--- config.mk ---
export PLATFORM = sky130hd
export DESIGN_NAME = mux4_rr_arbiter
export DESIGN_NICKNAME = d
export VERILOG_FILES = /design/src/rtl/mux4_arb_pkg.sv /design/src/rtl/rr_pick4.sv /design/src/rtl/mux4_rr_arbiter.sv
export SDC_FILE = /design/constraint.sdc
export NUM_CORES = 1
export LEC_CHECK = 0
export CORE_UTILIZATION = 26
export CTS_CLUSTER_DIAMETER = 30
export CTS_CLUSTER_SIZE = 8
export DETAILED_ROUTE_END_ITERATION = 16
export HOLD_SLACK_MARGIN = 0.06
export MAX_ROUTING_LAYER = met4
export PLACE_DENSITY_LB_ADDON = 0.05
export SETUP_SLACK_MARGIN = 0.3
export SLEW_MARGIN = 20
export SYNTH_ARGS = -nofsm -noshare
export SYNTH_HDL_FRONTEND = slang
export SYNTH_SLANG_ARGS = --single-unit
--- constraint.sdc ---
create_clock -name clk -period 2.8 [get_ports clk]
set_clock_uncertainty 0.05 [all_clocks]
set_input_delay 0.56 -clock clk [delete_from_list [all_inputs] [get_ports clk]]
set_output_delay 0.56 -clock clk [all_outputs]
set_load 0.02 [all_outputs]
--- src/rtl/mux4_arb_pkg.sv ---
// Shared types and constants for the 4-way round-robin mux arbiter.
// Holds the FSM state type, requester count, index width and a one-hot helper.
package mux4_arb_pkg;

    localparam int NUM_REQ = 4;
    localparam int IDX_W   = 2;

    typedef enum logic {
        IDLE = 1'b0,
        BUSY = 1'b1
    } arb_state_t;

    function automatic logic [NUM_REQ-1:0] idx_to_onehot(input logic [IDX_W-1:0] idx);
        logic [NUM_REQ-1:0] onehot;
        onehot      = '0;
        onehot[idx] = 1'b1;
        return onehot;
    endfunction

endpackage

--- src/rtl/rr_pick4.sv ---
// Combinational round-robin search: first set mask bit in order last+1, last+2, last+3, last.
module rr_pick4
    import mux4_arb_pkg::*;
(
    input  logic [NUM_REQ-1:0] mask,
    input  logic [IDX_W-1:0]   last,
    output logic               found,
    output logic [IDX_W-1:0]   idx
);

    logic [IDX_W-1:0] cand;

    // Scanning from the lowest priority up lets the highest-priority hit overwrite the rest.
    always_comb begin
        found = 1'b0;
        idx   = last;
        cand  = last;
        for (int k = NUM_REQ; k >= 1; k--) begin
            cand = last + IDX_W'(k);
            if (mask[cand]) begin
                found = 1'b1;
                idx   = cand;
            end
        end
    end

endmodule

--- src/rtl/mux4_rr_arbiter.sv ---
// Round-robin arbiter owning a shared 4:1 single-bit mux, with a hold limit
// that forces rotation when one owner has held the grant too long under contention.
module mux4_rr_arbiter
    import mux4_arb_pkg::*;
#(
    parameter int HOLD_MAX = 8
) (
    input  logic               clk,
    input  logic               reset,
    input  logic [NUM_REQ-1:0] req,
    input  logic [NUM_REQ-1:0] din,
    output logic [NUM_REQ-1:0] gnt,
    output logic [IDX_W-1:0]   sel,
    output logic               valid,
    output logic               y
);

    localparam int CNT_W = (HOLD_MAX > 2) ? $clog2(HOLD_MAX) : 1;
    localparam logic [CNT_W-1:0] CNT_MAX = CNT_W'((HOLD_MAX > 0) ? HOLD_MAX - 1 : 0);
    localparam bit HOLD_EN = (HOLD_MAX != 0);

    arb_state_t         state, state_n;
    logic [NUM_REQ-1:0] gnt_n;
    logic [IDX_W-1:0]   sel_n;
    logic               valid_n;
    logic [CNT_W-1:0]   cnt, cnt_n;
    logic [IDX_W-1:0]   last, last_n;

    logic [NUM_REQ-1:0] pick_mask;
    logic               pick_found;
    logic [IDX_W-1:0]   pick_idx;

    // While busy, last always names the owner; masking it out yields "someone else is waiting".
    assign pick_mask = (state == BUSY) ? (req & ~idx_to_onehot(last)) : req;

    rr_pick4 u_pick (
        .mask  (pick_mask),
        .last  (last),
        .found (pick_found),
        .idx   (pick_idx)
    );

    always_ff @(posedge clk) begin
        if (reset) begin
            state <= IDLE;
            gnt   <= '0;
            sel   <= '0;
            valid <= 1'b0;
            cnt   <= '0;
            last  <= IDX_W'(NUM_REQ - 1);
        end else begin
            state <= state_n;
            gnt   <= gnt_n;
            sel   <= sel_n;
            valid <= valid_n;
            cnt   <= cnt_n;
            last  <= last_n;
        end
    end

    always_comb begin
        state_n = state;
        gnt_n   = gnt;
        sel_n   = sel;
        valid_n = valid;
        cnt_n   = cnt;
        last_n  = last;

        unique case (state)
            IDLE: begin
                if (pick_found) begin
                    state_n = BUSY;
                    gnt_n   = idx_to_onehot(pick_idx);
                    sel_n   = pick_idx;
                    valid_n = 1'b1;
                    cnt_n   = '0;
                    last_n  = pick_idx;
                end
            end

            BUSY: begin
                if (!req[last]) begin
                    if (pick_found) begin
                        gnt_n  = idx_to_onehot(pick_idx);
                        sel_n  = pick_idx;
                        cnt_n  = '0;
                        last_n = pick_idx;
                    end else begin
                        // sel deliberately keeps the old index; y is gated by valid anyway.
                        state_n = IDLE;
                        gnt_n   = '0;
                        valid_n = 1'b0;
                        cnt_n   = '0;
                    end
                end else if (HOLD_EN && (cnt == CNT_MAX) && pick_found) begin
                    gnt_n  = idx_to_onehot(pick_idx);
                    sel_n  = pick_idx;
                    cnt_n  = '0;
                    last_n = pick_idx;
                end else if (HOLD_EN && (cnt != CNT_MAX)) begin
                    cnt_n = cnt + 1'b1;
                end
            end

            default: begin
                state_n = IDLE;
            end
        endcase
    end

    assign y = valid ? din[sel] : 1'b0;

endmodule

After elaboration in Yosys (flattened, before gate mapping)
Cells that the tools add are included.
{"block": "totals", "wordCells": 83, "register_bits": 13, "in_bits": 10}
{"block": "classes", "muxes": 49, "magnitude_cmp": 8, "n_bitwise": 3, "reduce_logical": 6, "add_sub_neg": 4, "n_eq_ne": 7}
{"operator": "2-to-1 mux 4 bit", "n": 5}
{"operator": "< comparator 2 x 3 -> 1 bit (second input constant)", "n": 6}
{"operator": "2-to-1 mux 1 bit", "n": 18}
{"operator": "2-to-1 mux 2 bit", "n": 8}
{"operator": "binary-select mux 1 bit (select 2 bit)", "n": 6}
{"operator": "2-to-1 mux 3 bit", "n": 4}
{"operator": "one-hot mux 2 bit (2 select lines)", "n": 2}
{"operator": "one-hot mux 4 bit (2 select lines)", "n": 1}
{"operator": "inequality test 2 bit (second input constant)", "n": 3}
{"operator": "one-hot mux 3 bit (2 select lines)", "n": 1}
{"operator": "adder 2 bit (second input constant)", "n": 2}
{"operator": "bitwise AND 4 bit", "n": 1}
{"operator": "demux 1 bit (select 2 bit)", "n": 2}
{"operator": "greater-or-equal comparator 2 x 1 -> 1 bit (second input constant)", "n": 2}
{"operator": "inequality test 4 x 2 -> 1 bit (second input constant)", "n": 1}
{"operator": "inverter 4 bit", "n": 1}
{"operator": "one-hot mux 1 bit (2 select lines)", "n": 2}
{"operator": "AND reduction 2 bit", "n": 2}
{"operator": "adder 3 x 1 -> 3 bit (second input constant)", "n": 1}
{"operator": "equality test 3 bit (second input constant)", "n": 1}
{"operator": "logical AND 1 bit", "n": 3}
{"operator": "inequality test 3 x 2 -> 1 bit (second input constant)", "n": 1}
{"operator": "inequality test 3 bit (second input constant)", "n": 1}
{"operator": "AND reduction 3 bit", "n": 1}
{"operator": "other kinds (2)", "n": 2}

Longest topological paths before layout
Gate-level depths: netlist of run 1.
{"block": "logic_depth", "word_depth": 19, "depth_mapped": 7, "ltp_nobuf": 7}

Cells and area by module
From an unflattened synthesis of run 1, not the netlist that was laid out.
{"block": "unflattened", "hier_cells": 81, "area_unflattened_um2": 762.0}
{"mod": "mux4_rr_arbiter", "area_per_inst_um2": 679.4, "cells_per_inst": 67, "instances": 1}
{"mod": "rr_pick4", "area_per_inst_um2": 82.6, "cells_per_inst": 14, "instances": 1}

Least setup slack after synthesis of run 1
OpenSTA, ideal clock, no wires.
{"block": "synth_path", "path_kind": "register to register", "start": "register last[0]", "end": "register gnt[0]", "synth_period_minus_slack_ns": 2.274, "path_buffers": 0, "setup_ns": 0.117, "arrival_time_ns": 2.107, "slack_ns": 0.526, "stages_incl_launch_ff": 8, "cell_sequence": "dfxtp_1 > inv_1 > ha_1 > a21boi_1 > mux4_2 > o32a_4 > xnor2_2 > a32o_1"}
{"block": "synth_via", "elab_chain_cells": 19, "elab_cells_between_ends": 42}
{"item": "start, declared", "line_no": "mux4_rr_arbiter.sv:27", "source": "logic [IDX_W-1:0] last, last_n;"}
{"item": "start signal, assigned", "line_no": "mux4_rr_arbiter.sv:50", "source": "last <= IDX_W'(NUM_REQ - 1);"}
{"item": "start signal, assigned", "line_no": "mux4_rr_arbiter.sv:57", "source": "last <= last_n;"}
{"item": "< comparator 2 x 3 -> 1 bit (not written as such) or greater-or-equal comparator 2 x 1 -> 1 bit (tied branches)", "line_no": "mux4_arb_pkg.sv:16", "source": "onehot[idx] = 1'b1;"}
{"item": "logical AND 1 bit (not written as such)", "line_no": "mux4_arb_pkg.sv:16"}
{"item": "2-to-1 mux 1 bit (not written as such)", "line_no": "mux4_arb_pkg.sv:16"}
{"item": "demux 1 bit (select 2 bit)", "line_no": "mux4_arb_pkg.sv:16"}
{"item": "inverter 4 bit", "line_no": "mux4_rr_arbiter.sv:34", "source": "assign pick_mask = (state == BUSY) ? (req & ~idx_to_onehot(last)) : req;"}
{"item": "bitwise AND 4 bit", "line_no": "mux4_rr_arbiter.sv:34"}
{"item": "2-to-1 mux 4 bit", "line_no": "mux4_rr_arbiter.sv:34"}
{"item": "binary-select mux 1 bit (select 2 bit)", "line_no": "rr_pick4.sv:20", "source": "if (mask[cand]) begin"}
{"item": "2-to-1 mux 1 bit (not written as such)", "line_no": "rr_pick4.sv:20"}
{"item": "2-to-1 mux 2 bit (3 in a row)", "line_no": "rr_pick4.sv:20"}
{"item": "< comparator 2 x 3 -> 1 bit (not written as such) or greater-or-equal comparator 2 x 1 -> 1 bit (tied branches)", "line_no": "mux4_arb_pkg.sv:16"}
{"item": "logical AND 1 bit (not written as such)", "line_no": "mux4_arb_pkg.sv:16"}
{"item": "2-to-1 mux 1 bit (not written as such)", "line_no": "mux4_arb_pkg.sv:16"}
{"item": "demux 1 bit (select 2 bit)", "line_no": "mux4_arb_pkg.sv:16"}
{"item": "2-to-1 mux 4 bit, on equally long branches", "line_no": "mux4_rr_arbiter.sv:83, mux4_rr_arbiter.sv:95"}
{"item": "2-to-1 mux 4 bit", "line_no": "mux4_rr_arbiter.sv:82", "source": "if (!req[last]) begin"}
{"item": "one-hot mux 4 bit (2 select lines)", "line_no": "mux4_rr_arbiter.sv:69", "source": "unique case (state)"}
{"item": "end signal, assigned", "line_no": "mux4_rr_arbiter.sv:53", "source": "gnt <= gnt_n;"}
{"item": "end, declared", "line_no": "mux4_rr_arbiter.sv:12", "source": "output logic [NUM_REQ-1:0] gnt,"}
Several ways; a longest one is shown, not always the timed one. The select of a mux whose other input is x is not followed.
A chain may end at the register's enable or synchronous reset.

Worst setup path in the final report of run 1
{"block": "layout_path", "start": "input din[3]", "end": "output y"}
{"block": "layout_via", "elab_chain_cells": 3}
{"item": "start, declared", "line_no": "mux4_rr_arbiter.sv:11", "source": "input logic [NUM_REQ-1:0] din,"}
{"item": "binary-select mux 1 bit (select 2 bit)", "line_no": "mux4_rr_arbiter.sv:111", "source": "assign y = valid ? din[sel] : 1'b0;"}
{"item": "2-to-1 mux 1 bit (not written as such)", "line_no": "mux4_rr_arbiter.sv:111"}
{"item": "2-to-1 mux 1 bit", "line_no": "mux4_rr_arbiter.sv:111"}
{"item": "end, declared", "line_no": "mux4_rr_arbiter.sv:15", "source": "output logic y"}
No other way between the ends. The select of a mux whose other input is x is not followed.

==> results of run 1 <==
kinds of logic after synthesis:
family / Yosys count
muxes: 6
adders and majority gates: 6
AOI/OAI and AO/OA: 34
DFF: 13
buffers and inverters: 9
xor gates and xnor gates: 2
and+or+nand+nor: 31
final cells by class:
class / count / area share [%]
Tap cell: 46 / 4.656
Multi-Input combinational cell: 79 / 54.05
Inverter: 6 / 1.822
Sequential cell: 13 / 21.15
Timing Repair Buffer: 21 / 16.19
Clock buffer: 4 / 2.125
registers in the layout, indices dropped and copies added (netlist names):
signal / flops
sel: 2
last: 2
valid: 1
cnt: 3
state: 1
gnt: 4
power by group:
part           leakage (nW)  switching, mW  internal (mW)  total [mW]
sequential            0.107         0.0713          0.253       0.324
clock                0.0150         0.0669         0.0554       0.122
combinational         0.348          0.454          0.420       0.875
Yosys cell counts (2+ instances only):
| master | count | area [um2] |
|---|---|---|
| nand2_1 | 8 | 30.03 |
| nor2b_1 | 4 | 25.02 |
| mux4_2 | 3 | 67.56 |
| o2bb2ai_1 | 2 | 17.52 |
| nand2b_1 | 2 | 12.51 |
| a221oi_1 | 2 | 17.52 |
| ha_1 | 6 | 75.07 |
| a32o_1 | 2 | 20.02 |
| a211oi_1 | 2 | 15.01 |
| mux2_2 | 2 | 22.52 |
| a21oi_1 | 5 | 25.02 |
| o41ai_1 | 2 | 17.52 |
| clkbuf_1 | 2 | 7.510 |
| dfxtp_1 | 13 | 260.3 |
| nand3_1 | 2 | 10.01 |
| a22o_1 | 2 | 17.52 |
| a21boi_1 | 2 | 15.01 |
| nor2_1 | 9 | 33.78 |
| xnor2_2 | 2 | 32.53 |
| o32ai_1 | 3 | 26.28 |
| and2_1 | 2 | 12.51 |
| inv_1 | 6 | 22.52 |
per-stage QoR:
step,utilization (%),setup WS [ns]
floorplan,-,0.5260
global placement,34.95,0.07016
detailed placement,34.95,0.04143
CTS,35.68,0.3042
global route,36.19,0.3118
finish,36.19,0.3504
worst min-delay path by stage:
stage / from / to / slack (ns) / cells past startpoint
after global routing: gnt[3] / gnt[3] / 0.44 / 2
after CTS: gnt[2] / gnt[2] / 0.43 / 2
after global placement: cnt[2] / cnt[2] / 0.42 / 2
after floorplan: cnt[2] / cnt[2] / 0.40 / 2
after detailed placement: gnt[2] / gnt[2] / 0.42 / 2
final: cnt[2] / cnt[2] / 0.43 / 2
what timing repair did:
action	in CTS	in global routing
endpoints found under the setup margin	1	9
cloned	0	0
resized for setup	1	5
pin swaps	0	0
setup buffers	0	0
cells in the final DEF (no fill, tap or decap), types with 2 or more instances in the layout:
cell             synthesis  layout
dfxtp_1                 13      12
o32ai_1                  3       2
nand3_1                  2       2
a221oi_1                 2       2
o41ai_1                  2       2
nor2_1                   9       9
mux2_2                   2       2
xnor2_2                  2       2
a32o_1                   2       2
inv_1                    6       5
a21oi_1                  5       5
mux4_2                   3       3
and2_1                   2       2
ha_1                     6       6
a211oi_1                 2       2
nand2b_1                 2       2
a22o_1                   2       2
buf_4                    0       4
o2bb2ai_1                2       2
a21boi_1                 2       2
clkbuf_4                 0       3
nand2_1                  8       8
clkdlybuf4s50_1          0      16
nor2b_1                  4       4
routing by layer:
layer  vias to the layer above  share of wire [%]
met2                        21                 44
met3                         5                4.1
li1                        438                  -
met4                         0                1.6
met1                       402                 50
met5                         -                  0
worst min-delay path: cells and delay by family (launching register included):
kind	cells	cell delay, ns
flops	1	0.32
simple gates	1	0.06
compound gates	1	0.05
==> run summary, run 1 <==
CTS Root Cell: clkbuf_4
crit-path max FO: 1
max_slew headroom: 62.99%
synthesis-to-layout area growth: 30.34%
area post-placement: 1194 um2
HPWL Detailed: 1794 um
first-pass GRT wire length: 3891 um
final setup TNS: 0 ns
Post-synth EDFFs: 0
gp weighted congestion: 0.7266
ratio of cells with drive above 1 in the final layout: 17.07%
XOR/XNOR share of the synthesized area: 3.430%
syn_nets: 117
total clock sinks: 13
status: complete, no violations
FF+latch count, synth: 13
DIE WIDTH: 62.40 um
DR WL/cell: 13.31 um
minimum clock period: 2.450 ns
Mapped Cells: 101
worst r2r dst: gnt[1]
DR vias/cell: 5.124
vias: 866
Peak VDD IR: 0.0004820 V
class of the worst hold path: flop to flop
final hold slack: 0.4262 ns
fin. max-slew vios: 0
Layout Cells excl Fill: 169
Top FF cell, synth: dfxtp_1
# setup viols final: 0
Clock Latency Late Sink: 0.28 ns
mux cell area share after synthesis: 10.55%
multi-input combinational cell area: 668.1 um2
GR Util met2: 19.64%
Post-CTS Hold Buffers: 0
final critical-path share of the clock period: 87.49%
Max clock buf depth: 2
Tot GR Track Use: 13.17%
Final Hold Vio Count: 0
Row Count: 21
met1 Use GR: 17.45%
Starting Density: 27.77%
Peak Freq: 408.2 MHz
CP delay by family, top: buffers and inverters
Overflow after GRT: 0
worst r2r src: last[1]
I/O pin cnt: 18
CTS tree: done
DRT Pass-1 Iters: 4
delay of the slowest critical-path stage: 0.45 ns
vias in the first global route: 799
Req. time, crit path: 2.19 ns
Synth Area in Simple Gates: 16.75%
RSZ-0062 raised after global routing: false
clock-pin slew on the worst setup and hold paths: 0.08 ns
height of the die: 62.40 um
Final #Nets: 140
grt met3 use: 3.102%
Post-route DRC: 0
CP Depth: 4
CP startpoint: din[3]
final instance area: 1236 um2
Startpoint Class: primary input
R2R setup slack: 0.48 ns
CP Class: primary input to output pin
diode count: 0
sequential share of the synthesized area: 27.44%
Avg Cell Area, Syn: 9.390 um2
post-synthesis compound-gate area fraction: 30.21%
leakage: 0.4700 nW
initial antenna violation count: 0
core area: 3416 um2
R2R depth: 6
placed cells: 165
number of max-cap violations: 0
synthesized cell area: 948.4 um2
# port buffers: 17
Cell variety after synth: 40
Die ar.: 3893 um2
H-tree Lvls: 1
Post-DRT Antenna Nets: 0
largest family of logic cells by synthesized area: compound AO/OA/AOI/OAI gates
Initial DRC Count: 50
Sequential Area: 261.5 um2
largest net degree at the start of global routing: 12
cell breakdown of the critical path: clkdlybuf4s50_1 -> mux4_2 -> and2_1 -> clkdlybuf4s15_1
CP endpoint kind: output pin
area share of fa/ha/maj cells after synthesis: 7.916%
worst path arrival time: 1.84 ns
busiest grt layer: met2
end point of the critical path: y
Async SR Flop Fraction: 0%
fillers: 379
slew at the pin with the worst max-slew slack: 0.5505 ns
number of CTS-inserted buffers: 3
Crit-path slowest cell: mux4_2
total power: 1.321 mW
YS warnings: 0
Post-Route WL: 2250 um
pwr dens: 1069 nW/um2
buffers and inverters on the worst path: 2
(Power assumes the default switching activity.)
==> inputs of run 2 (changes only) <==
--- a/config.mk
+++ b/config.mk
@@ -5,10 +5,12 @@
 export SDC_FILE = /design/constraint.sdc
 export NUM_CORES = 1
 export LEC_CHECK = 0
+export ABC_CLOCK_PERIOD_IN_PS = 2800
 export CORE_UTILIZATION = 26
 export CTS_CLUSTER_DIAMETER = 30
 export CTS_CLUSTER_SIZE = 8
 export DETAILED_ROUTE_END_ITERATION = 16
+export GPL_ROUTABILITY_DRIVEN = 0
 export HOLD_SLACK_MARGIN = 0.06
 export MAX_ROUTING_LAYER = met4
 export PLACE_DENSITY_LB_ADDON = 0.05
==> results of run 2 <==
The final DEF is identical to that of run 1; final timing and power are the same.
==> inputs of run 3 (changes only) <==
--- a/config.mk
+++ b/config.mk
@@ -5,7 +5,7 @@
 export SDC_FILE = /design/constraint.sdc
 export NUM_CORES = 1
 export LEC_CHECK = 0
-export ABC_CLOCK_PERIOD_IN_PS = 2800
+export ABC_CLOCK_PERIOD_IN_PS = 2000
 export CORE_UTILIZATION = 26
 export CTS_CLUSTER_DIAMETER = 30
 export CTS_CLUSTER_SIZE = 8
==> constraint.sdc (replaced) <==
create_clock -name clk -period 2 [get_ports clk]
set_clock_uncertainty 0.05 [all_clocks]
set_input_delay 0.4 -clock clk [delete_from_list [all_inputs] [get_ports clk]]
set_output_delay 0.4 -clock clk [all_outputs]
set_load 0.02 [all_outputs]
==> run summary, run 3 (synthesis gave the netlist of run 1 again) <==
number of CTS-inserted buffers: 3 (unchanged)
Layout Cells excl Fill: 201 (+19%)
DR WL/cell: 14.27 um (+7.2%)
Post-DRT Antenna Nets: 0 (unchanged)
Largest regs: gnt x4, cnt x3
# setup viols final: 8 (+8)
vias: 1010 (+17%)
total clock sinks: 13 (unchanged)
CP endpoint kind: flop
Tot GR Track Use: 16.30% (+3.1 points)
ratio of cells with drive above 1 in the final layout: 56.77% (+40 points)
crit-path max FO: 5 (+4)
leakage: 0.8227 nW (+75%)
diode count: 0 (unchanged)
pwr dens: 1592 nW/um2 (+49%)
CTS Root Cell: clkbuf_4
Final Hold Vio Count: 0 (unchanged)
Final #Nets: 172 (+23%)
Row Count: 21 (unchanged)
largest net degree at the start of global routing: 10 (-2)
worst path arrival time: 2.24 ns (+0.40 ns)
multi-input combinational cell area: 952.2 um2 (+43%)
first-pass GRT wire length: 4774 um (+23%)
Max clock buf depth: 2 (unchanged)
Setup WS post-layout: -0.1101 ns (-0.4605 ns)
status: finished, violations left
most common cell after layout, fill and taps aside: buf_4
Req. time, crit path: 2.13 ns (-0.06 ns)
Starting Density: 27.77% (unchanged)
Die ar.: 3893 um2 (unchanged)
number of max-cap violations: 0 (unchanged)
HPWL Detailed: 2002 um (+12%)
Peak Freq: 473.9 MHz
Startpoint Class: flop
Clock Latency Late Sink: 0.28 ns (about the same)
minimum clock period: 2.110 ns
vias in the first global route: 1011 (+27%)
CTS tree: done
placed cells: 187 (+13%)
height of the die: 62.40 um (unchanged)
CP Class: flop to flop
DIE WIDTH: 62.40 um (unchanged)
Post-route DRC: 0 (unchanged)
fillers: 299 (-21%)
Reg with most FFs: gnt
fin. max-slew vios: 0 (unchanged)
Initial DRC Count: 10 (-80%)
DR vias/cell: 5.025 (-1.9%)
# port buffers: 17 (unchanged)
violated checks: negative setup slack
I/O pin cnt: 18 (unchanged)
synthesis-to-layout area growth: 93.14%
max_slew headroom: 72.72% (+9.7 points)
Overflow after GRT: 0 (unchanged)
DRT Pass-1 Iters: 4 (unchanged)
highest-count cells in the layout ignoring fill and taps: buf_4, dfxtp_1, nor2_1, dlymetal6s2s_1, buf_6
Sequential Area: 269.0 um2 (+2.9%)
final critical-path share of the clock period: 105.5%
clock-pin slew on the worst setup and hold paths: 0.09 ns (about the same)
H-tree Lvls: 1 (unchanged)
core area: 3416 um2 (unchanged)
initial antenna violation count: 0 (unchanged)
Peak VDD IR: 0.0005838 V (+21%)
slew at the pin with the worst max-slew slack: 0.4078 ns (-0.1428 ns)
Post-Route WL: 2868 um (+27%)
class of the worst hold path: flop to flop
max FFs per register: 4 (unchanged)
total power: 2.916 mW (+120%)
RSZ-0062 raised after global routing: true
[run 3: layer usage]
layer | vias to the layer above | GRT usage [%] | part of all wire [%]
met2 | 23 | 27.47 | 50
met4 | 0 | 9.012 | 2.4
met3 | 7 | 2.737 | 2.6
met5 | - | - | 0
met1 | 482 | 18.35 | 45
li1 | 498 | - | -
[run 3: cell type report]
cell class | count | area share [%]
Tap cell | 46 | 3.142
Multi-Input combinational cell | 79 | 51.98
Inverter | 6 | 1.913
Timing Repair Buffer | 53 | 26.84
Clock buffer | 4 | 1.434
Sequential cell | 13 | 14.69
[run 3: critical path, cell delays in order, from the launching register on]
cell	delay, ns
dfxtp_4	0.40
inv_8	0.09
ha_4	0.14
a21boi_2	0.06
mux4_2	0.47
o32a_4	0.37
xnor2_2	0.16
a32o_1	0.26
[run 3: stage by stage]
| stage | instance area [um2] | utilization, % | hold WS, ns | setup TNS (ns) | setup slack (ns) |
|---|---|---|---|---|---|
| 2_1_floorplan | 1026 | - | 0.3980 | -0.02293 | -0.01147 |
| 3_3_place_gp | 1436 | 42.05 | 0.4041 | -5.603 | -0.4687 |
| 3_5_place_dp | 1436 | 42.05 | 0.4162 | -5.722 | -0.4776 |
| 4_1_cts | 1694 | 49.60 | 0.4272 | -0.6161 | -0.1452 |
| 5_1_grt | 1832 | 53.63 | 0.4541 | -1.305 | -0.1765 |
| 6_report | 1832 | 53.63 | 0.4370 | -0.6241 | -0.1101 |
[run 3: path summary, 6_finish.rpt]
kind              slack, ns    start  cells after the start     end
setup / recovery      -0.11  last[0]                      7  gnt[1]
hold / removal         0.44   cnt[2]                      2  cnt[2]
setup reg to reg      -0.11  last[0]                      7  gnt[1]
hold reg to reg        0.44   cnt[2]                      2  cnt[2]
[run 3: where the power goes]
part           internal (mW)  switching, mW  total (mW)
clock                 0.0775         0.0963       0.174
sequential             0.365          0.124       0.489
combinational           1.24           1.02        2.25
[run 3: what timing repair did]
action,4_1_cts,5_1_grt
pin swaps,25,11
hold buffers,0,0
buffers inserted,7,3
setup endpoints to repair,17,18
gates resized for setup,45,25
